--- config.mk ---
export PLATFORM = sky130hd
export DESIGN_NAME = vector_multiplier
export DESIGN_NICKNAME = d
export VERILOG_FILES = /design/src/rtl/vector_multiplier_pkg.sv /design/src/rtl/vector_multiplier_lane.sv /design/src/rtl/vector_multiplier.sv
export SDC_FILE = /design/constraint.sdc
export NUM_CORES = 1
export LEC_CHECK = 0
export ABC_AREA = 1
export CAP_MARGIN = 20
export CORE_UTILIZATION = 49
export DETAILED_ROUTE_END_ITERATION = 10
export HOLD_SLACK_MARGIN = 0.08
export PLACE_DENSITY = 0.88
export SYNTH_ARGS = -nofsm -noshare
export SYNTH_HDL_FRONTEND = slang
export SYNTH_HIERARCHICAL = 1
export SYNTH_SLANG_ARGS = --single-unit
--- constraint.sdc ---
create_clock -name clk -period 3.09 [get_ports clk]
set_clock_uncertainty 0.15 [all_clocks]
set_input_delay 0.4635 -clock clk [delete_from_list [all_inputs] [get_ports clk]]
set_output_delay 0.4635 -clock clk [all_outputs]
set_load 0.02 [all_outputs]
--- src/rtl/vector_multiplier_pkg.sv ---
// Shared defaults and types for the lane-wise vector multiplier.
package vector_multiplier_pkg;

  localparam int unsigned DEF_WEIGHT_WIDTH  = 5;
  localparam int unsigned DEF_FEATURE_WIDTH = 8;
  localparam int unsigned DEF_FEATURE_ROWS  = 6;
  localparam int unsigned DEF_WEIGHT_ROWS   = 6;
  localparam int unsigned DEF_FEATURE_COLS  = 6;
  localparam int unsigned DEF_WEIGHT_COLS   = 3;
  localparam bit          DEF_SATURATE      = 1'b0;

  // Full-width lane product at the default widths; the multiply itself never overflows.
  typedef logic [DEF_WEIGHT_WIDTH+DEF_FEATURE_WIDTH-1:0] vm_prod_t;

endpackage

--- src/rtl/vector_multiplier_lane.sv ---
// One lane: unsigned weight x feature, reduced to FEATURE_WIDTH by truncation or clamping.
module vm_lane
  import vector_multiplier_pkg::*;
#(
  parameter int unsigned WEIGHT_WIDTH  = DEF_WEIGHT_WIDTH,
  parameter int unsigned FEATURE_WIDTH = DEF_FEATURE_WIDTH,
  parameter bit          SATURATE      = DEF_SATURATE
) (
  input  logic [WEIGHT_WIDTH-1:0]  weight_i,
  input  logic [FEATURE_WIDTH-1:0] feature_i,
  output logic [FEATURE_WIDTH-1:0] product_o
);

  localparam int unsigned PW = WEIGHT_WIDTH + FEATURE_WIDTH;

  logic [PW-1:0] prod_s;
  logic          ovf_s;

  // Multiply at full width, then truncate or clamp to the output width.
  always_comb begin
    prod_s = {{FEATURE_WIDTH{1'b0}}, weight_i} * {{WEIGHT_WIDTH{1'b0}}, feature_i};
    ovf_s  = |prod_s[PW-1:FEATURE_WIDTH];
    if (SATURATE && ovf_s) begin
      product_o = {FEATURE_WIDTH{1'b1}};
    end else begin
      product_o = prod_s[FEATURE_WIDTH-1:0];
    end
  end

endmodule

--- src/rtl/vector_multiplier.sv ---
// Lane-wise weight x feature multiplier with a registered result and one-cycle latency.
module vector_multiplier
  import vector_multiplier_pkg::*;
#(
  parameter int unsigned WEIGHT_WIDTH  = DEF_WEIGHT_WIDTH,
  parameter int unsigned FEATURE_WIDTH = DEF_FEATURE_WIDTH,
  parameter int unsigned FEATURE_ROWS  = DEF_FEATURE_ROWS,
  parameter int unsigned WEIGHT_ROWS   = DEF_WEIGHT_ROWS,
  parameter int unsigned FEATURE_COLS  = DEF_FEATURE_COLS,
  parameter int unsigned WEIGHT_COLS   = DEF_WEIGHT_COLS,
  parameter bit          SATURATE      = DEF_SATURATE
) (
  input  logic                     clk,
  input  logic                     reset,
  input  logic                     in_valid,
  input  logic [WEIGHT_WIDTH-1:0]  scratchpad_in  [0:WEIGHT_ROWS-1],
  input  logic [FEATURE_WIDTH-1:0] features_in    [0:FEATURE_ROWS-1],
  output logic                     out_valid,
  output logic [FEATURE_WIDTH-1:0] vector_mul_out [0:FEATURE_ROWS-1]
);

  if (WEIGHT_ROWS != FEATURE_ROWS) begin : g_rows_check
    $error("vector_multiplier: WEIGHT_ROWS must equal FEATURE_ROWS");
  end

  logic [FEATURE_WIDTH-1:0] lane_s [0:FEATURE_ROWS-1];
  logic [FEATURE_WIDTH-1:0] vec_d  [0:FEATURE_ROWS-1];
  logic [FEATURE_WIDTH-1:0] vec_q  [0:FEATURE_ROWS-1];
  logic                     valid_d;
  logic                     valid_q;

  for (genvar gi = 0; gi < FEATURE_ROWS; gi++) begin : g_lane
    vm_lane #(
      .WEIGHT_WIDTH (WEIGHT_WIDTH),
      .FEATURE_WIDTH(FEATURE_WIDTH),
      .SATURATE     (SATURATE)
    ) u_lane (
      .weight_i (scratchpad_in[gi]),
      .feature_i(features_in[gi]),
      .product_o(lane_s[gi])
    );
  end

  // Capture lane results only when the input is valid; otherwise hold, so idle inputs are never sampled.
  always_comb begin
    valid_d = 1'b0;
    for (int i = 0; i < FEATURE_ROWS; i++) begin
      vec_d[i] = vec_q[i];
    end
    if (in_valid) begin
      valid_d = 1'b1;
      for (int i = 0; i < FEATURE_ROWS; i++) begin
        vec_d[i] = lane_s[i];
      end
    end else begin
      valid_d = 1'b0;
    end
  end

  // Output register array and valid flop; reset wins over in_valid.
  always_ff @(posedge clk) begin
    if (reset) begin
      valid_q <= 1'b0;
      for (int i = 0; i < FEATURE_ROWS; i++) begin
        vec_q[i] <= {FEATURE_WIDTH{1'b0}};
      end
    end else begin
      valid_q <= valid_d;
      for (int i = 0; i < FEATURE_ROWS; i++) begin
        vec_q[i] <= vec_d[i];
      end
    end
  end

  assign out_valid      = valid_q;
  assign vector_mul_out = vec_q;

endmodule

==> results_dict.tcl, run 1 <==
set metrics [dict create \
    dieWidth_um 120 \
    hold_violations 0 \
    wire_per_inst_um 12.7 \
    numCtsBuffers 5 \
    cts_tree "yes" \
    drtAntennaViolNets 0 \
    root_buffer "clkbuf_16" \
    worst_pin_slew_ns 0.953 \
    r2r_end "vector_mul_out[6]" \
    place_ws_ns -1.01 \
    multi_input_area_um2 5300 \
    min_path_cells 2 \
    dr.pass1.iters 5 \
    irDropWorstVdd_uv 298 \
    gr-total-overflow 0 \
    rows 42 \
    synth_nets 1277 \
    cp.required_ns 3.13 \
    critical_path.endpoint_type "flop" \
    cts_num_sinks 49 \
    period_share_pct 104 \
    critPathLaunchType "input port" \
    final_area_um2 9830 \
    r2r_cells 2 \
    syn_to_final_growth_pct 45.2 \
    cts_buffer_depth 2 \
    coreArea_um2 13300 \
    startpoint "scratchpad_in[2]" \
    netlist_area_um2 6770 \
    place_congestion 0.868 \
    setup_violations 10 \
    r2r-start "vector_mul_out[6]" \
    drive_above_1_share_pct 25.0 \
    routed_via_density 4.84 \
    antenna_found_initial 0 \
    fin_nets 1498 \
    synth_cells 1070 \
    r2r_slack_ns 2.29 \
    path_max_fanout 5 \
    status "finished, violations left" \
    dieHeight_um 120 \
    cts.clk_slew.worst_paths_ns 0.07 \
    fmax_ghz 0.310 \
    grt_usage_pct 24.6 \
    grt_pass1_vias 6924 \
    vias 7108 \
    leakage_nw 5.71 \
    fillers 954 \
    relSlewSlack_pct 36.5 \
    power.density_nw_per_um2 413 \
    cap_violations 0 \
    path_class "in -> reg" \
    route.detailed.drc 0 \
    io_pins 130 \
    rsz0062_at_grt "yes" \
    cp.arrival_ns 3.27 \
    syn_area_per_cell_um2 6.33 \
    clock_latency_ns 0.29 \
    yosysSeqAreaShare_pct 14.5 \
    start_util_pct 50.7 \
    dpl_cell_area_um2 9080 \
    drt_iter0_markers 418 \
    fin_crit_ns 3.22 \
    hold_end "vector_mul_out[25]" \
    grt_start_max_net_pins 98 \
    antenna_cells 0 \
    dieArea_um2 14300 \
    yosysWarnings 6 \
    grt_pass1_wl_um 29300 \
    h-tree-depth 2 \
    violations "setup timing" \
    finalMaxSlewViolations 0 \
    seqCellArea_um2 981 \
    synth_cell_types 18 \
    ys_seq_elements 49 \
    holdCritPathClass "reg -> reg" \
    port_buffers 129 \
    fin_ws_ns -0.135 \
    hold_path_startpoint "vector_mul_out[25]" \
    drt_wl_total_um 18600 \
    post-route-util_pct 73.7 \
    p_total_mw 4.06 \
    dp_hpwl_um 13400 \
]
[synth_stat cells]
cell type  count  area [µm²]
buf_4          1        7.51
a21o_1         2        15.0
inv_2          1        3.75
xor2_1         6        52.6
nor2_1       101         379
fa_1          66        1320
o21ai_0       10        50.1
xnor2_1       12         105
buf_6         11         124
dfxtp_1       49         981
a21oi_1       22         110
nand3_1       52         260
nand2_1      378        1420
buf_2         10        50.1
inv_1        267        1000
ha_1          60         751
a31oi_1        4        25.0
nand2_2       18         113
[stage by stage]
step,setup TNS (ns),std cells,hold slack [ns]
global route,-2.30,1468,0.336
floorplan,-0.266,1070,0.385
global placement,-19.24,1454,0.307
CTS,-0.914,1466,0.321
detailed placement,-21.15,1454,0.312
finish,-0.565,1468,0.321
[flip-flops by register name (all words and copies together) (netlist names)]
signal / cells
vector_mul_out: 48
out_valid: 1
[cell usage in the layout, fill, tap and decap left out, drive strengths merged, types with 4 or more instances in the layout]
cell type	instances
a21oi	22
a31oi	4
buf	156
clkbuf	6
clkdlybuf4s50	74
dfxtp	49
dlygate4sd2	5
fa	66
ha	60
inv	269
nand2	396
nand3	52
nor2	101
o21ai	10
xnor2	12
xor2	6
[where the power goes]
group	switching [mW]	total, mW	internal [mW]
Clock	0.256	0.559	0.303
Sequential	0.0514	0.766	0.715
Combinational	1.42	2.73	1.31
[layout make-up]
| class | instances | area share [%] |
|---|---|---|
| repair buffers | 236 | 22.2 |
| well taps | 176 | 2.24 |
| multi-input cells | 731 | 53.9 |
| flip-flops and latches | 49 | 9.98 |
| clock inverters | 2 | 0.140 |
| clock buffers | 6 | 1.31 |
| inverters | 268 | 10.3 |
[cell families (layout without fill, tap and decap cells)]
group / Yosys count / in the layout / synth area share [%]
AO/OA/AOI/OAI: 38 / 38 / 2.96
flip-flops: 49 / 49 / 14.5
buffers and inverters: 290 / 512 / 17.5
XOR/XNOR: 18 / 18 / 2.33
adder cells (fa/ha/maj): 126 / 126 / 30.6
AND/OR/NAND/NOR: 549 / 549 / 32.1
[layer usage]
layer	part of all wire (%)	global-route usage (%)
met1	40	29.6
met2	53	47.1
met3	4.4	2.76
met4	2.0	4.53
met5	0	0
[how the worst max path moves through the flow]
stage                    endpoint  depth (start not counted)
4_1_cts        vector_mul_out[39]                         18
3_5_place_dp   vector_mul_out[47]                         17
3_3_place_gp   vector_mul_out[47]                         17
6_report        vector_mul_out[7]                         17
5_1_grt        vector_mul_out[39]                         17
2_1_floorplan   vector_mul_out[7]                         19
[worst max-delay path, cell delays in order]
cell     delay, ns
buf_6         0.10
nand2_2       0.06
fa_1          0.54
fa_1          0.46
fa_1          0.52
inv_2         0.06
ha_4          0.29
a21o_1        0.24
nand2_4       0.06
nand3_2       0.08
inv_1         0.04
nand2_1       0.05
nand2_1       0.04
inv_1         0.05
nand2_2       0.06
nand2_1       0.10
nor2_1        0.04
[repair_timing]
action / CTS / global route
hold endpoints to repair: 0 / 0
buffers inserted: 4 / 3
pin swaps: 110 / 123
endpoints found under the setup margin: 28 / 22
hold buffers: 0 / 0
gates resized for setup: 327 / 112
Note: power is estimated with default switching activity, not from simulation.
==> inputs of run 2 (changes only) <==
ABC_AREA = default   (was 1)
CORE_UTILIZATION = 48   (was 49)
PLACE_DENSITY = 0.89   (was 0.88)
==> results_dict.tcl, run 2 <==
set metrics [dict create \
    status "finished, violations left" \
    violations "setup timing" \
    dieArea_um2 12700 \
    hold_violations 0 \
    synthTopCellsByArea "fa_1 (22%), dfxtp_1 (17%), ha_1 (13%), mux2i_1 (8.2%), nand2_1 (6.9%)" \
    netlist_area_um2 5890 \
    route.detailed.drc 0 \
    p_total_mw 3.79 \
    final.setup.tns_ns -0.00938 \
    fin_nets 1054 \
    cp.arrival_ns 3.10 \
    coreArea_um2 12000 \
    critical_path.endpoint_type "flop" \
    drt_iter0_markers 166 \
    cap_violations 0 \
    dr.pass1.iters 4 \
    dieWidth_um 113 \
    root_buffer "clkbuf_16" \
    fin_ws_ns -0.00938 \
    port_buffers 129 \
    leakage_nw 4.19 \
    cts_buffer_depth 2 \
    period_share_pct 100 \
    synth_nets 848 \
    synth_top_area_share_pct 22.4 \
    rows 40 \
    r2r-start "vector_mul_out[36]" \
    drtAntennaViolNets 0 \
    synth_cells 641 \
    vias 4908 \
    fmax_ghz 0.323 \
    grt_usage_pct 22.9 \
    syn_to_final_growth_pct 43.4 \
    final_cell_mix "buf_4 (92), nand2_1 (80), inv_1 (74)" \
    setup_violations 1 \
    startpoint "features_in[3]" \
    synth_most_common_cell "nand2_1" \
    routed_via_density 4.93 \
    syn_area_per_cell_um2 9.19 \
    grt_pass1_vias 5066 \
    dieHeight_um 113 \
    cp.required_ns 3.09 \
    yosysTopAreaCell "fa_1" \
    drive_above_1_share_pct 29.6 \
    critPathLaunchType "input port" \
    r2r_end "vector_mul_out[36]" \
    ys_dominant_reg_cell "dfxtp_1" \
    r2r_cells 2 \
    yosysSeqAreaShare_pct 16.7 \
    r2r_slack_ns 2.26 \
    numCtsBuffers 5 \
    synth_edf_count 0 \
    dp_hpwl_um 10900 \
    ys_seq_elements 49 \
    async_reset_ff_share_pct 0 \
    largest_reg_flops 48 \
    place_congestion 0.876 \
    synth_cell_types 22 \
    io_pins 130 \
    relSlewSlack_pct 36.8 \
    cts_tree "yes" \
    start_util_pct 49.2 \
    path_class "in -> reg" \
    fin_crit_ns 3.10 \
    clock_latency_ns 0.30 \
    cts_num_sinks 49 \
    wire_per_inst_um 14.3 \
    hold_path_startpoint "vector_mul_out[27]" \
    synth_top_cells_by_count "nand2_1 (108), inv_1 (82), fa_1 (66)" \
    drt_wl_total_um 14300 \
    rsz0062_at_grt "yes" \
    antenna_cells 0 \
    grt_start_max_net_pins 50 \
    antenna_found_initial 0 \
    finalMaxSlewViolations 0 \
    final_common_cell "buf_4" \
    gr-total-overflow 0 \
    cts.clk_slew.worst_paths_ns 0.07 \
    place_ws_ns -0.816 \
    grt_pass1_wl_um 23100 \
    yosysWarnings 6 \
    holdCritPathClass "reg -> reg" \
    power.density_nw_per_um2 449 \
    path_max_fanout 3 \
    worst_pin_slew_ns 0.948 \
    setup.worst_path.end "vector_mul_out[7]" \
    h-tree-depth 2 \
    irDropWorstVdd_uv 310 \
]
run 2: worst min path at each step:
stage / to / slack (ns) / cells past startpoint
after floorplan: vector_mul_out[0] / 0.43 / 2
after detailed placement: vector_mul_out[25] / 0.33 / 2
after global routing: vector_mul_out[10] / 0.37 / 2
after CTS: vector_mul_out[18] / 0.35 / 2
after global placement: vector_mul_out[9] / 0.32 / 2
final: vector_mul_out[27] / 0.34 / 2
run 2: layer usage:
| metal | routed length (µm) | share of wire, % | vias up | track usage (%) |
|---|---|---|---|---|
| li1 | - | - | 2415 | - |
| met1 | 6100 | 43 | 2375 | 27.5 |
| met2 | 7520 | 53 | 100 | 42.4 |
| met3 | 516 | 3.6 | 18 | 4.71 |
| met4 | 137 | 0.96 | 0 | 4.00 |
| met5 | 0 | 0 | - | 0 |
run 2: per-stage QoR:
stage                     hold slack [ns]  cell area, µm²  util [%]  instances
after floorplan                     0.433            6130         -        641
after global placement              0.323            8110      67.8        986
after detailed placement            0.333            8110      67.8        986
after CTS                           0.351            8260      69.1        996
after global routing                0.374            8450      70.6        995
final                               0.342            8450      70.6        995
run 2: timing repair:
action | CTS | global route
hold buffers | 0 | 0
gates resized for setup | 226 | 92
pin swaps | 65 | 80
endpoints found under the setup margin | 29 | 21
setup buffers | 2 | 0
run 2: final cells by class:
| cell class | count | area [µm²] |
|---|---|---|
| multi-input cells | 499 | 5000 |
| fillers | 838 | 3520 |
| repair buffers | 210 | 1830 |
| flip-flops and latches | 49 | 981 |
| inverters | 82 | 308 |
| well taps | 147 | 184 |
| clock buffers | 6 | 129 |
| clock inverters | 2 | 10.0 |
run 2: kinds of logic after synthesis:
family	count (synthesis)	synth area share, %
simple gates	235	18.8
fa+ha+maj	126	35.2
buf+inv	93	6.76
xor+xnor	54	10.8
flops	49	16.7
mux	48	8.16
compound gates	36	3.57
run 2: report_power, final:
part,total (mW),internal (mW),switching (mW)
Combinational,2.41,1.31,1.10
Clock,0.556,0.299,0.258
Sequential,0.822,0.749,0.0724
Total,3.79,2.36,1.43
run 2: critical path, cell delays in order:
cell     delay, ns
buf_8         0.10
and2_4        0.15
fa_1          0.53
inv_1         0.05
fa_1          0.47
fa_1          0.51
inv_2         0.05
ha_4          0.23
a21oi_4       0.12
o21ai_2       0.08
xor2_1        0.16
mux2i_1       0.14
nor2_1        0.05
==> inputs of run 3 (changes only) <==
CTS_CLUSTER_SIZE = 28   (was default)
PLACE_DENSITY = default   (was 0.89)
PLACE_DENSITY_LB_ADDON = 0.2   (was default)
SLEW_MARGIN = 15   (was default)
==> results_dict.tcl, run 3 (same netlist as run 2, synthesis figures left out) <==
set metrics [dict create \
    cap_violations 0 \
    cts_tree "yes" \
    irDropWorstVdd_uv 320 \
    fin_nets 1065 \
    grt_usage_pct 22.6 \
    comb_power_share_pct 64.4 \
    gr-total-overflow 0 \
    drt_wl_total_um 13800 \
    worst_pin_slew_ns 0.976 \
    hold_violations 0 \
    dieArea_um2 12700 \
    path_class "in -> reg" \
    drive_above_1_share_pct 32.6 \
    dr.pass1.iters 4 \
    rsz0062_at_grt "yes" \
    critPathLaunchType "input port" \
    final_area_um2 8640 \
    drtAntennaViolNets 0 \
    antenna_found_initial 0 \
    start_util_pct 49.2 \
    cp.arrival_ns 3.11 \
    grt_pass1_vias 5218 \
    switchingPower_mw 1.45 \
    root_buffer "clkbuf_16" \
    cts.clk_slew.worst_paths_ns 0.07 \
    cts_buffer_depth 2 \
    critical_path.endpoint_type "flop" \
    fin_crit_ns 3.10 \
    dieHeight_um 113 \
    p_clk_share_pct 14.4 \
    finalMaxSlewViolations 0 \
    dpl_cell_area_um2 8140 \
    coreArea_um2 12000 \
    grt_pass1_wl_um 23300 \
    final_common_cell "buf_4" \
    p_seq_share_pct 21.2 \
    routed_via_density 4.90 \
    port_buffers 129 \
    numCtsBuffers 5 \
    cts_num_sinks 49 \
    fmax_ghz 0.322 \
    power.density_nw_per_um2 448 \
    holdCritPathClass "reg -> reg" \
    leakage_nw 4.26 \
    rows 40 \
    antenna_cells 0 \
    cts_hold_buf 0 \
    dp_hpwl_um 10900 \
    dieWidth_um 113 \
    final_cell_mix "buf_4 (99), nand2_1 (76), clkdlybuf4s50_1 (73)" \
    route.detailed.drc 0 \
    cell_internal_pwr_mw 2.42 \
    h-tree-depth 2 \
    path_max_fanout 3 \
    syn_to_final_growth_pct 46.7 \
    cp.required_ns 3.10 \
    grt_start_max_net_pins 50 \
    status "finished, violations left" \
    vias 4927 \
    power_switching_share_pct 37.6 \
    p_total_mw 3.87 \
    wire_per_inst_um 13.8 \
    io_pins 130 \
    relSlewSlack_pct 34.9 \
    clock_latency_ns 0.30 \
    drt_iter0_markers 149 \
    violations "setup timing" \
    fin_ws_ns -0.0113 \
    place_congestion 0.873 \
    setup_violations 1 \
    largest_reg_flops 48 \
    period_share_pct 100 \
]
==> run 3: cell count changes in the layout (fill, tap and decap cells not counted), moves of 3 or more <==
cell	previous run	this run
buf_4	92	99
buf_6	11	17
nand2_1	80	76
a21oi_2	9	12
fa_1	60	57
fa_2	6	9
ha_1	41	38
ha_4	19	22
==> run 3: timing repair <==
action	in CTS	in global routing
gates resized for setup	250	92
pin swaps	79	89
setup endpoints to repair	28	18
setup buffers	2	7
==> run 3: power groups by stage <==
stage          registers [mW]  clock network [mW]  logic [mW]
4_1_cts                 0.821               0.582        2.39
3_3_place_gp            0.830                   0        2.20
3_5_place_dp            0.834                   0        2.27
2_1_floorplan           0.959                   0        1.29
5_1_grt                 0.833               0.605        2.74
6_report                0.820               0.557        2.49
==> run 3: worst max-delay path, stage by stage <==
cell	delay (ns)
buf_8	0.10
and2_4	0.15
fa_1	0.55
inv_2	0.04
fa_1	0.46
fa_1	0.51
inv_2	0.05
ha_4	0.22
a21oi_2	0.14
o21ai_2	0.09
xor2_1	0.14
mux2i_1	0.13
nor2_1	0.05
==> run 3: path summary, 6_finish.rpt <==
| check | startpoint | cells after the start | end | slack (ns) |
|---|---|---|---|---|
| setup / recovery | scratchpad_in[4] | 13 | vector_mul_out[7] | -0.01 |
| hold / removal | vector_mul_out[21] | 2 | vector_mul_out[21] | 0.35 |
| setup reg to reg | vector_mul_out[36] | 2 | vector_mul_out[36] | 2.24 |
| hold reg to reg | vector_mul_out[21] | 2 | vector_mul_out[21] | 0.35 |
==> run 3: cell type report <==
class                           instances  area, µm²
Sequential cell                        49        981
Fill cell                             864       3320
Multi-Input combinational cell        499       5090
Clock buffer                            5        125
Tap cell                              147        184
Timing Repair Buffer                  221       1930
Inverter                               82        308
Clock inverter                          3       17.5
==> run 3: layer usage <==
| layer | global-route usage (%) | vias up | share of wire [%] | routed length [µm] |
|---|---|---|---|---|
| li1 | - | 2435 | - | - |
| met1 | 27.8 | 2379 | 43 | 6010 |
| met2 | 41.3 | 93 | 52 | 7220 |
| met3 | 2.89 | 20 | 2.8 | 389 |
| met4 | 6.40 | 0 | 1.6 | 221 |
| met5 | 0 | - | 0 | 0 |
==> run 3: metrics by stage <==
stage / util [%] / instances / hold slack [ns] / setup TNS, ns / worst slack, ns
after floorplan: - / 641 / 0.433 / -0.0657 / -0.0383
after global placement: 68.0 / 989 / 0.321 / -17.29 / -0.757
after detailed placement: 68.0 / 989 / 0.335 / -18.99 / -0.788
after CTS: 69.9 / 999 / 0.351 / -0.238 / -0.0856
after global routing: 72.2 / 1006 / 0.373 / -0.530 / -0.135
final: 72.2 / 1006 / 0.348 / -0.0113 / -0.0113
